### src/rtl/pixel_pkg.sv
// pixel_pkg: shared pixel and word geometry for the pixel processing core
package pixel_pkg;
   localparam int PIX_W = 8;
   localparam int WORD_W = 32;
   localparam int PIX_PER_WORD = 4;
   localparam int LANE_W = $clog2(PIX_PER_WORD);
endpackage

### src/rtl/pixel_packer_if.sv
// pixel_packer_if: pixel stream into the packer and packed word stream out of it
interface pixel_packer_if;
   import pixel_pkg::*;
   logic [PIX_W-1:0] pixel_in;
   logic valid_in;
   logic ready_out;
   logic [WORD_W-1:0] word_out;
   logic word_last;
   logic word_valid;
   logic word_ready;
   modport slave (
      input pixel_in, valid_in, word_ready,
      output ready_out, word_out, word_last, word_valid
   );
   modport master (
      output pixel_in, valid_in, word_ready,
      input ready_out, word_out, word_last, word_valid
   );
endinterface

### src/rtl/pixel_word_fifo.sv
// pixel_word_fifo: synchronous first-word-fall-through FIFO, head reads zero when empty
module pixel_word_fifo #(
   parameter int WIDTH = 33,
   parameter int DEPTH = 8
) (
   input  logic clk,
   input  logic rstn,
   input  logic clear,
   input  logic push,
   input  logic pop,
   input  logic [WIDTH-1:0] din,
   output logic [WIDTH-1:0] dout,
   output logic full,
   output logic empty,
   output logic [$clog2(DEPTH):0] level
);
   localparam int AW = $clog2(DEPTH);
   logic [WIDTH-1:0] mem [DEPTH];
   logic [AW-1:0] wr_ptr, rd_ptr;
   logic [AW:0] cnt;
   logic do_push, do_pop;
   assign full = cnt == (AW+1)'(DEPTH);
   assign empty = cnt == '0;
   assign do_push = push && !full;
   assign do_pop = pop && !empty;
   assign dout = empty ? '0 : mem[rd_ptr];
   assign level = cnt;
   always_ff @(posedge clk)
      if (do_push) mem[wr_ptr] <= din;
   // clear outranks a same-cycle pop so a soft clear always leaves the FIFO empty
   always_ff @(posedge clk)
      if (!rstn || clear) begin
         wr_ptr <= '0;
         rd_ptr <= '0;
         cnt <= '0;
      end else begin
         if (do_push) wr_ptr <= wr_ptr + AW'(1);
         if (do_pop) rd_ptr <= rd_ptr + AW'(1);
         cnt <= cnt + (AW+1)'(do_push) - (AW+1)'(do_pop);
      end
endmodule

### src/rtl/pixel_packer.sv
// pixel_packer: packs four 8-bit pixels into little-endian 32-bit words with frame framing
module pixel_packer
   import pixel_pkg::*;
#(
   parameter int FRAME_PIXELS = 1024,
   parameter int FIFO_DEPTH = 8
) (
   input  logic clk,
   input  logic rstn,
   input  logic soft_clr,
   pixel_packer_if.slave bus,
   output logic [$clog2(FIFO_DEPTH):0] fifo_level,
   output logic [15:0] frame_count,
   output logic frame_done
);
   localparam logic [19:0] LAST_IDX = 20'(FRAME_PIXELS - 1);
   localparam logic [LANE_W-1:0] TOP_LANE = LANE_W'(PIX_PER_WORD - 1);
   logic [LANE_W-1:0] byte_idx;
   logic [19:0] pix_idx;
   logic [WORD_W-PIX_W-1:0] pack;
   logic [WORD_W-1:0] word;
   logic [WORD_W:0] head;
   logic full, empty, ready, accept, pix_last, push;
   assign ready = !full && rstn && !soft_clr;
   assign accept = bus.valid_in && ready;
   assign pix_last = pix_idx == LAST_IDX;
   assign push = accept && (byte_idx == TOP_LANE || pix_last);
   // lanes above byte_idx are already zero in pack, which also zero-pads a short last word
   assign word = {{PIX_W{1'b0}}, pack} | (WORD_W'(bus.pixel_in) << (PIX_W * byte_idx));
   always_ff @(posedge clk)
      if (!rstn || soft_clr) begin
         byte_idx <= '0;
         pix_idx <= '0;
         pack <= '0;
         frame_count <= '0;
         frame_done <= 1'b0;
      end else begin
         frame_done <= push && pix_last;
         if (push && pix_last) frame_count <= frame_count + 16'd1;
         if (accept) begin
            pix_idx <= pix_last ? '0 : pix_idx + 20'd1;
            byte_idx <= push ? '0 : byte_idx + LANE_W'(1);
            pack <= push ? '0 : word[WORD_W-PIX_W-1:0];
         end
      end
   pixel_word_fifo #(.WIDTH(WORD_W + 1), .DEPTH(FIFO_DEPTH)) u_fifo (
      .clk(clk),
      .rstn(rstn),
      .clear(soft_clr),
      .push(push),
      .pop(bus.word_ready),
      .din({pix_last, word}),
      .dout(head),
      .full(full),
      .empty(empty),
      .level(fifo_level)
   );
   assign bus.ready_out = ready;
   assign bus.word_out = head[WORD_W-1:0];
   assign bus.word_last = head[WORD_W];
   assign bus.word_valid = !empty;
endmodule

### src/flat_wrapper.sv
// flat-port wrapper written by rule: the top's interface ports become plain ports
module pixel_packer_flat import pixel_pkg::*;
#(
   parameter int FRAME_PIXELS = 1024,
   parameter int FIFO_DEPTH = 8
)
  (clk, rstn, soft_clr, fifo_level, frame_count, frame_done, bus_pixel_in, bus_valid_in, bus_word_ready, bus_ready_out, bus_word_out, bus_word_last, bus_word_valid);
  pixel_packer_if bus_i ();
  input  logic clk;
  input  logic rstn;
  input  logic soft_clr;
  output logic [$clog2(FIFO_DEPTH):0] fifo_level;
  output logic [15:0] frame_count;
  output logic frame_done;
  input wire logic [$bits(bus_i.pixel_in)-1:0] bus_pixel_in;
  input wire logic [$bits(bus_i.valid_in)-1:0] bus_valid_in;
  input wire logic [$bits(bus_i.word_ready)-1:0] bus_word_ready;
  output wire logic [$bits(bus_i.ready_out)-1:0] bus_ready_out;
  output wire logic [$bits(bus_i.word_out)-1:0] bus_word_out;
  output wire logic [$bits(bus_i.word_last)-1:0] bus_word_last;
  output wire logic [$bits(bus_i.word_valid)-1:0] bus_word_valid;
  assign bus_i.pixel_in = bus_pixel_in;
  assign bus_i.valid_in = bus_valid_in;
  assign bus_i.word_ready = bus_word_ready;
  assign bus_ready_out = bus_i.ready_out;
  assign bus_word_out = bus_i.word_out;
  assign bus_word_last = bus_i.word_last;
  assign bus_word_valid = bus_i.word_valid;
  pixel_packer #(.FRAME_PIXELS(FRAME_PIXELS), .FIFO_DEPTH(FIFO_DEPTH)) u_core (.clk(clk), .rstn(rstn), .soft_clr(soft_clr), .bus(bus_i), .fifo_level(fifo_level), .frame_count(frame_count), .frame_done(frame_done));
endmodule
### config.mk
export PLATFORM = sky130hd
export DESIGN_NAME = pixel_packer_flat
export DESIGN_NICKNAME = d
export VERILOG_FILES = /design/src/rtl/pixel_pkg.sv /design/src/rtl/pixel_packer_if.sv /design/src/rtl/pixel_word_fifo.sv /design/src/rtl/pixel_packer.sv /design/src/flat_wrapper.sv
export SDC_FILE = /design/constraint.sdc
export NUM_CORES = 1
export LEC_CHECK = 0
export CORE_ASPECT_RATIO = 1.25
export CORE_MARGIN = 1
export CORE_UTILIZATION = 35
export DETAILED_ROUTE_END_ITERATION = 16
export GPL_TIMING_DRIVEN = 0
export PLACE_DENSITY = 0.57
export SKIP_CTS_REPAIR_TIMING = 1
export SLEW_MARGIN = 10
export SYNTH_ARGS = -nofsm -noshare
export SYNTH_HDL_FRONTEND = slang
export SYNTH_SLANG_ARGS = --single-unit
export TNS_END_PERCENT = 10
### constraint.sdc
create_clock -name clk -period 6.4 [get_ports clk]
set_input_delay 1.92 -clock clk [delete_from_list [all_inputs] [get_ports clk]]
set_output_delay 1.92 -clock clk [all_outputs]
set_load 0.02 [all_outputs]
==> results.sh, run 1 <==
export IMPL_cpMaxStageDelayCell="clkbuf_1"
export IMPL_seq_area_mm2=0.00945
export IMPL_synth_edf_count=264
export IMPL_die_area_mm2=0.0405
export IMPL_grt_pass1_wl_um=48600
export IMPL_cap_violations=0
export IMPL_syn_cell_area_mm2=0.0139
export IMPL_cts_buffers_inserted=34
export IMPL_wl_um=31600
export IMPL_crit_path_max_fanout=10
export IMPL_max_freq_mhz=162
export IMPL_worstSetupPathType="input pin to primary output"
export IMPL_vias=8136
export IMPL_vdd_drop_max_mv=0.168
export IMPL_path_buf_inv=4
export IMPL_syn_nets=914
export IMPL_gp_congestion=0.784
export IMPL_synth_ff_type="edfxtp_1"
export IMPL_max_slew_margin=0.315
export IMPL_ant_nets=0
export IMPL_path_cells="clkdlybuf4s50_1 -> nand2b_1 -> clkbuf_1 -> clkbuf_1 -> nor2_1 -> clkdlybuf4s50_1"
export IMPL_grt_ovfl_total=0
export IMPL_die_y_um=225
export IMPL_rows=81
export IMPL_slowest_delay_ns=0.61
export IMPL_clock_skew_ns=0.0112
export IMPL_synth_commonest_cells="edfxtp_1 (264), nand2_1 (80), dfxtp_1 (76), mux4_2 (66), nor2_1 (52)"
export IMPL_yosys_area_top_type="edfxtp_1"
export IMPL_max_slew_worst_pin_slew_ns=1.03
export IMPL_cts_root_buffer="clkbuf_16"
export IMPL_worstHoldPathType="flop to flop"
export IMPL_cp_required_ns=4.48
export IMPL_yosysSeqAreaShare=0.680
export IMPL_syn_avg_cell_area_um2=15.6
export IMPL_vias_per_cell=5.23
export IMPL_end_kind="primary output"
export IMPL_clock_sinks=340
export IMPL_nets=1058
export IMPL_start_util=0.355
export IMPL_drc=0
export IMPL_clk_pin_slew_ns=0.06
export IMPL_n_antenna_cell=0
export IMPL_antenna_found_initial=0
export IMPL_post_dp_hpwl_um=21900
export IMPL_outcome="complete, no violations"
export IMPL_yosys_area_top_type_share=0.571
export IMPL_synth_async_reset_ratio=0
export IMPL_p_per_area_mw_per_mm2=304
export IMPL_setup_viol=0
export IMPL_synth_most_common_cell="edfxtp_1"
export IMPL_dpl_cell_area_mm2=0.0156
export IMPL_multi_input_area_mm2=0.00423
export IMPL_area_delta_synth_final_pct=20.2
export IMPL_synth_cell_types=57
export IMPL_htree_levels=2
export IMPL_io_pins=69
export IMPL_maxSlewViolCount=0
export IMPL_clk_latency_ns=0.51
export IMPL_cp_top_family="buffers and inverters"
export IMPL_design_area_mm2=0.0167
export IMPL_drt_initial_drc_count=595
export IMPL_p_leak_nw=5.66
export IMPL_hold_viol=0
export IMPL_drtPass1Iterations=5
export IMPL_layout_min_cycle_time_ns=6.19
export IMPL_wl_per_cell_um=20.3
export IMPL_min_period_over_period=0.967
export IMPL_numPortBuffers=68
export IMPL_grt_pass1_vias=8036
export IMPL_grt_use_total=0.158
export IMPL_ys_seq_elements=340
export IMPL_syn_instance_count=889
export IMPL_drive_gt1_frac=0.183
export IMPL_final_util=0.427
export IMPL_cts_tree="built"
export IMPL_synth_area_leaders="edfxtp_1 (57%), dfxtp_1 (11%), mux4_2 (11%), mux2i_1 (3.4%), nand2_1 (2.2%)"
export IMPL_coreArea_mm2=0.0391
export IMPL_grt_max_degree=18
export IMPL_cts_max_path_buffers=3
export IMPL_ys_warn_count=0
export IMPL_critPathArrivalTime_ns=4.27
export IMPL_die_x_um=180
export IMPL_rsz0062_at_grt="no"
export IMPL_nFillCells=3505
export IMPL_startpoint_type="input pin"
export IMPL_total_power_mw=5.08
-- report_power, final --
part	switching, mW	total [mW]	internal [mW]
Sequential	0.0104	2.38	2.37
Combinational	0.435	0.728	0.293
Clock	0.800	1.97	1.17
Total	1.25	5.08	3.83
-- flip-flops by register name (all words and copies together) (netlist names), named ones only --
register              count
u_core.pack              24
u_core.byte_idx           2
u_core.frame_done         1
u_core.u_fifo.rd_ptr      3
u_core.u_fifo.wr_ptr      3
u_core.frame_count       16
u_core.u_fifo.level       4
u_core.pix_idx           20
u_core.u_fifo.mem       264
-- final timing paths --
check | from | endpoint | slack, ns | depth (start not counted)
worst max-delay path | soft_clr | bus_ready_out | 0.21 | 6
worst min-delay path | u_core.pack[23] | u_core.pack[23] | 0.45 | 2
worst max register to register | u_core.pix_idx[1] | u_core.u_fifo.mem[1][16] | 2.57 | 10
worst min register to register | u_core.pack[23] | u_core.pack[23] | 0.45 | 2
-- metrics by stage --
stage	TNS [ns]	instances	hold slack [ns]	worst slack, ns
finish	0	1556	0.451	0.209
global route	0	1556	0.472	0.112
global placement	-976.81	1455	0.438	-5.28
detailed placement	0	1495	0.444	0.248
CTS	0	1556	0.453	0.228
floorplan	-49.96	889	0.433	-0.433
-- placed cells by master (no fill, tap or decap), drive strengths merged, types with 3 or more instances in the layout --
cell type        n
nor3             4
a31oi            5
inv             13
o31ai           10
dfxtp           76
or3              3
nand2           80
nand3           18
clkbuf          84
nor4b            7
a21oi           43
buf             63
clkdlybuf4s50   68
and3            11
mux4            66
or4             12
nand2b           7
and4             5
a41o             3
edfxtp         264
a21o            26
xnor2            6
nor3b            3
nor4            13
mux2i           47
clkinv           5
ha              11
o21ai            8
and2             6
nor2b            3
nand4           18
nor2            52
-- logic make-up after synthesis --
kind of cell    after synthesis  synth area share
compound gates              103            0.0481
buf+inv                      66            0.0199
xor+xnor                      8           0.00504
mux                         113             0.141
simple gates                247            0.0948
fa+ha+maj                    12            0.0113
flops                       340             0.680
-- cell type report --
| cell class | count | area share |
|---|---|---|
| plain buffers | 54 | 0.0139 |
| clock buffers | 53 | 0.0607 |
| clock inverters | 8 | 0.00539 |
| inverters | 12 | 0.00270 |
| multi-input cells | 483 | 0.253 |
| flip-flops and latches | 340 | 0.566 |
| well taps | 498 | 0.0373 |
| repair buffers | 108 | 0.0611 |
-- tightest hold or removal path, cell delays in order, from the launching register on --
cell and delay, ns:
dfxtp_1 0.31, nand2_1 0.05, a21oi_1 0.05
-- metal layers --
layer  vias up  global-route usage  share of wire
met3        33              0.0235          0.047
met4         0              0.0356          0.014
met5         -                   0              0
li1       3758                   -              -
met1      4147               0.214           0.45
met2       198               0.268           0.49
No activity file was read; power rests on OpenSTA's default activity.
==> run 2, diff against run 1 <==
--- a/config.mk
+++ b/config.mk
@@ -15,5 +15,6 @@
 export SLEW_MARGIN = 10
 export SYNTH_ARGS = -nofsm -noshare
 export SYNTH_HDL_FRONTEND = slang
+export SYNTH_HIERARCHICAL = 1
 export SYNTH_SLANG_ARGS = --single-unit
 export TNS_END_PERCENT = 10
==> results.sh, run 2 <==
export IMPL_fin_hold_ws_ns=0.451
export IMPL_cts_max_path_buffers=3
export IMPL_ys_seq_elements=340
export IMPL_end_kind="primary output"
export IMPL_grt_max_degree=19
export IMPL_min_period_over_period=0.857
export IMPL_dpl_cell_area_mm2=0.0153
export IMPL_p_clk_frac=0.411
export IMPL_start_util=0.356
export IMPL_cts_root_buffer="clkbuf_16"
export IMPL_syn_avg_cell_area_um2=16.1
export IMPL_cpMaxStageDelayCell="clkdlybuf4s50_1"
export IMPL_slowest_delay_ns=0.69
export IMPL_syn_instance_count=849
export IMPL_post_dp_hpwl_um=20600
export IMPL_p_comb_frac=0.142
export IMPL_grt_use_total=0.160
export IMPL_antenna_found_initial=1
export IMPL_coreArea_mm2=0.0383
export IMPL_clk_pin_slew_ns=0.06
export IMPL_path_cells="clkdlybuf4s50_1 -> nor3b_2 -> clkdlybuf4s50_1"
export IMPL_p_per_area_mw_per_mm2=322
export IMPL_largest_reg_flops=264
export IMPL_n_antenna_cell=0
export IMPL_p_seq_frac=0.447
export IMPL_drc=0
export IMPL_postLayoutSetupSlackWorst_ns=0.914
export IMPL_synth_ff_type="edfxtp_1"
export IMPL_clk_latency_ns=0.54
export IMPL_p_sw_mw=1.30
export IMPL_crit_path_max_fanout=7
export IMPL_numPlacedInstances=1435
export IMPL_clock_sinks=340
export IMPL_cap_violations=0
export IMPL_die_y_um=223
export IMPL_p_int_mw=4.02
export IMPL_p_leak_nw=5.20
export IMPL_setup_viol=0
export IMPL_rsz0062_at_grt="no"
export IMPL_layout_min_cycle_time_ns=5.49
export IMPL_final_common_cell="edfxtp_1"
export IMPL_syn_nets=873
export IMPL_worstHoldPathType="flop to flop"
export IMPL_ys_warn_count=6
export IMPL_switching_share=0.245
export IMPL_maxSlewViolCount=0
export IMPL_cts_tree="built"
export IMPL_hold_viol=0
export IMPL_synth_area_leaders="edfxtp_1 (58%), dfxtp_1 (11%), mux4_2 (9.6%), a22o_1 (2.1%), nand2_1 (2.1%)"
export IMPL_cts_buffers_inserted=35
export IMPL_synth_cell_types=51
export IMPL_wl_um=31000
export IMPL_clock_skew_ns=0.0188
export IMPL_largestRegisters="u_core/u_fifo/mem: 264 flops, u_core/pack: 24 flops, u_core/pix_idx: 20 flops"
export IMPL_synth_edf_count=264
export IMPL_design_area_mm2=0.0165
export IMPL_place_ws_ns=0.916
export IMPL_rows=80
export IMPL_synth_commonest_cells="edfxtp_1 (264), dfxtp_1 (76), nand2_1 (75), mux4_2 (58), a21oi_1 (53)"
export IMPL_drive_gt1_frac=0.180
export IMPL_critPathArrivalTime_ns=3.57
export IMPL_numPortBuffers=68
export IMPL_die_x_um=179
export IMPL_synth_async_reset_ratio=0
export IMPL_nFillCells=3439
export IMPL_drtPass1Iterations=5
export IMPL_yosys_area_top_type_share=0.580
export IMPL_gp_congestion=0.760
export IMPL_largest_register="u_core/u_fifo/mem"
export IMPL_synth_most_common_cell="edfxtp_1"
export IMPL_grt_pass1_wl_um=47400
export IMPL_cp_required_ns=4.48
export IMPL_final_util=0.431
export IMPL_die_area_mm2=0.0398
export IMPL_htree_levels=2
export IMPL_vias_per_cell=5.17
export IMPL_vias=7744
export IMPL_yosys_area_top_type="edfxtp_1"
export IMPL_worstSetupPathType="input pin to primary output"
export IMPL_nets=1004
export IMPL_tns_ns=0
export IMPL_syn_cell_area_mm2=0.0137
export IMPL_max_slew_worst_pin_slew_ns=0.863
export IMPL_critPathMostFrequentCell="clkdlybuf4s50_1"
export IMPL_grt_ovfl_total=0
export IMPL_ant_nets=0
export IMPL_outcome="complete, no violations"
export IMPL_max_slew_margin=0.424
export IMPL_vdd_drop_max_mv=0.160
export IMPL_final_cells=1499
export IMPL_max_freq_mhz=182
export IMPL_drt_initial_drc_count=605
export IMPL_total_power_mw=5.32
export IMPL_yosysSeqAreaShare=0.692
export IMPL_wl_per_cell_um=20.7
export IMPL_area_delta_synth_final_pct=20.9
export IMPL_io_pins=69
export IMPL_grt_pass1_vias=7984
export IMPL_layout_common_cells="edfxtp_1 (264), dfxtp_1 (76), nand2_1 (75), clkdlybuf4s50_1 (68), mux4_2 (58)"
export IMPL_startpoint_type="input pin"
[run 2: changes by cell type in the layout (fill, tap and decap cells not counted), sizes merged, moves of 10 or more]
| cell | delta |
|---|---|
| buf | -10 |
| a22o | +33 |
| mux2i | -38 |
| nor2 | -30 |
| a21oi | +10 |
| clkbuf | -18 |
[run 2: layout make-up]
| class | instances | area [um^2] | share of cell area |
|---|---|---|---|
| flip-flops and latches | 340 | 9450 | 0.572 |
| clock inverters | 16 | 269 | 0.0163 |
| repair buffers | 94 | 936 | 0.0567 |
| inverters | 16 | 60.1 | 0.00364 |
| clock buffers | 48 | 985 | 0.0596 |
| well taps | 492 | 616 | 0.0373 |
| plain buffers | 45 | 272 | 0.0164 |
| multi-input cells | 448 | 3930 | 0.238 |
[run 2: logic make-up after synthesis]
| group | share of synthesized area |
|---|---|
| compound gates | 0.0700 |
| xor+xnor | 0.00641 |
| fa+ha+maj | 0.0106 |
| buf+inv | 0.0243 |
| flops | 0.692 |
| mux | 0.118 |
| simple gates | 0.0797 |
[run 2: final timing paths]
path / slack (ns) / endpoint / depth (start not counted) / from
setup / recovery: 0.91 / bus_ready_out / 3 / rstn
setup reg to reg: 2.23 / u_core/u_fifo/mem[0][28] / 10 / u_core/pix_idx[11]
hold reg to reg: 0.45 / u_core/pack[13] / 2 / u_core/pack[13]
hold / removal: 0.45 / u_core/pack[13] / 2 / u_core/pack[13]
[run 2: critical path, delay by kind of cell]
| family | cells | cell delay [ns] |
|---|---|---|
| buf+inv | 2 | 1.26 |
| simple gates | 1 | 0.39 |
[run 2: power groups by stage]
stage | sequential, mW | combinational [mW] | clock [mW]
after floorplan | 2.43 | 0.430 | 0
after global placement | 2.42 | 0.774 | 0
after detailed placement | 2.42 | 0.772 | 0
after CTS | 2.38 | 0.774 | 2.24
after global routing | 2.38 | 0.808 | 2.31
final | 2.38 | 0.756 | 2.19
[run 2: metal layers]
metal	part of all wire	track usage	routed length (um)	vias to the layer above
met4	0.024	0.0511	732	0
li1	-	-	-	3621
met2	0.51	0.272	15800	168
met3	0.041	0.0256	1280	44
met1	0.43	0.208	13200	3911
met5	0	0	0	-
==> run 3, diff against run 2 <==
--- a/config.mk
+++ b/config.mk
@@ -10,6 +10,7 @@
 export CORE_UTILIZATION = 35
 export DETAILED_ROUTE_END_ITERATION = 16
 export GPL_TIMING_DRIVEN = 0
+export HOLD_SLACK_MARGIN = 0.05
 export PLACE_DENSITY = 0.57
 export SKIP_CTS_REPAIR_TIMING = 1
 export SLEW_MARGIN = 10
==> results of run 3 <==
The final DEF is identical to that of run 2; final timing and power are the same.
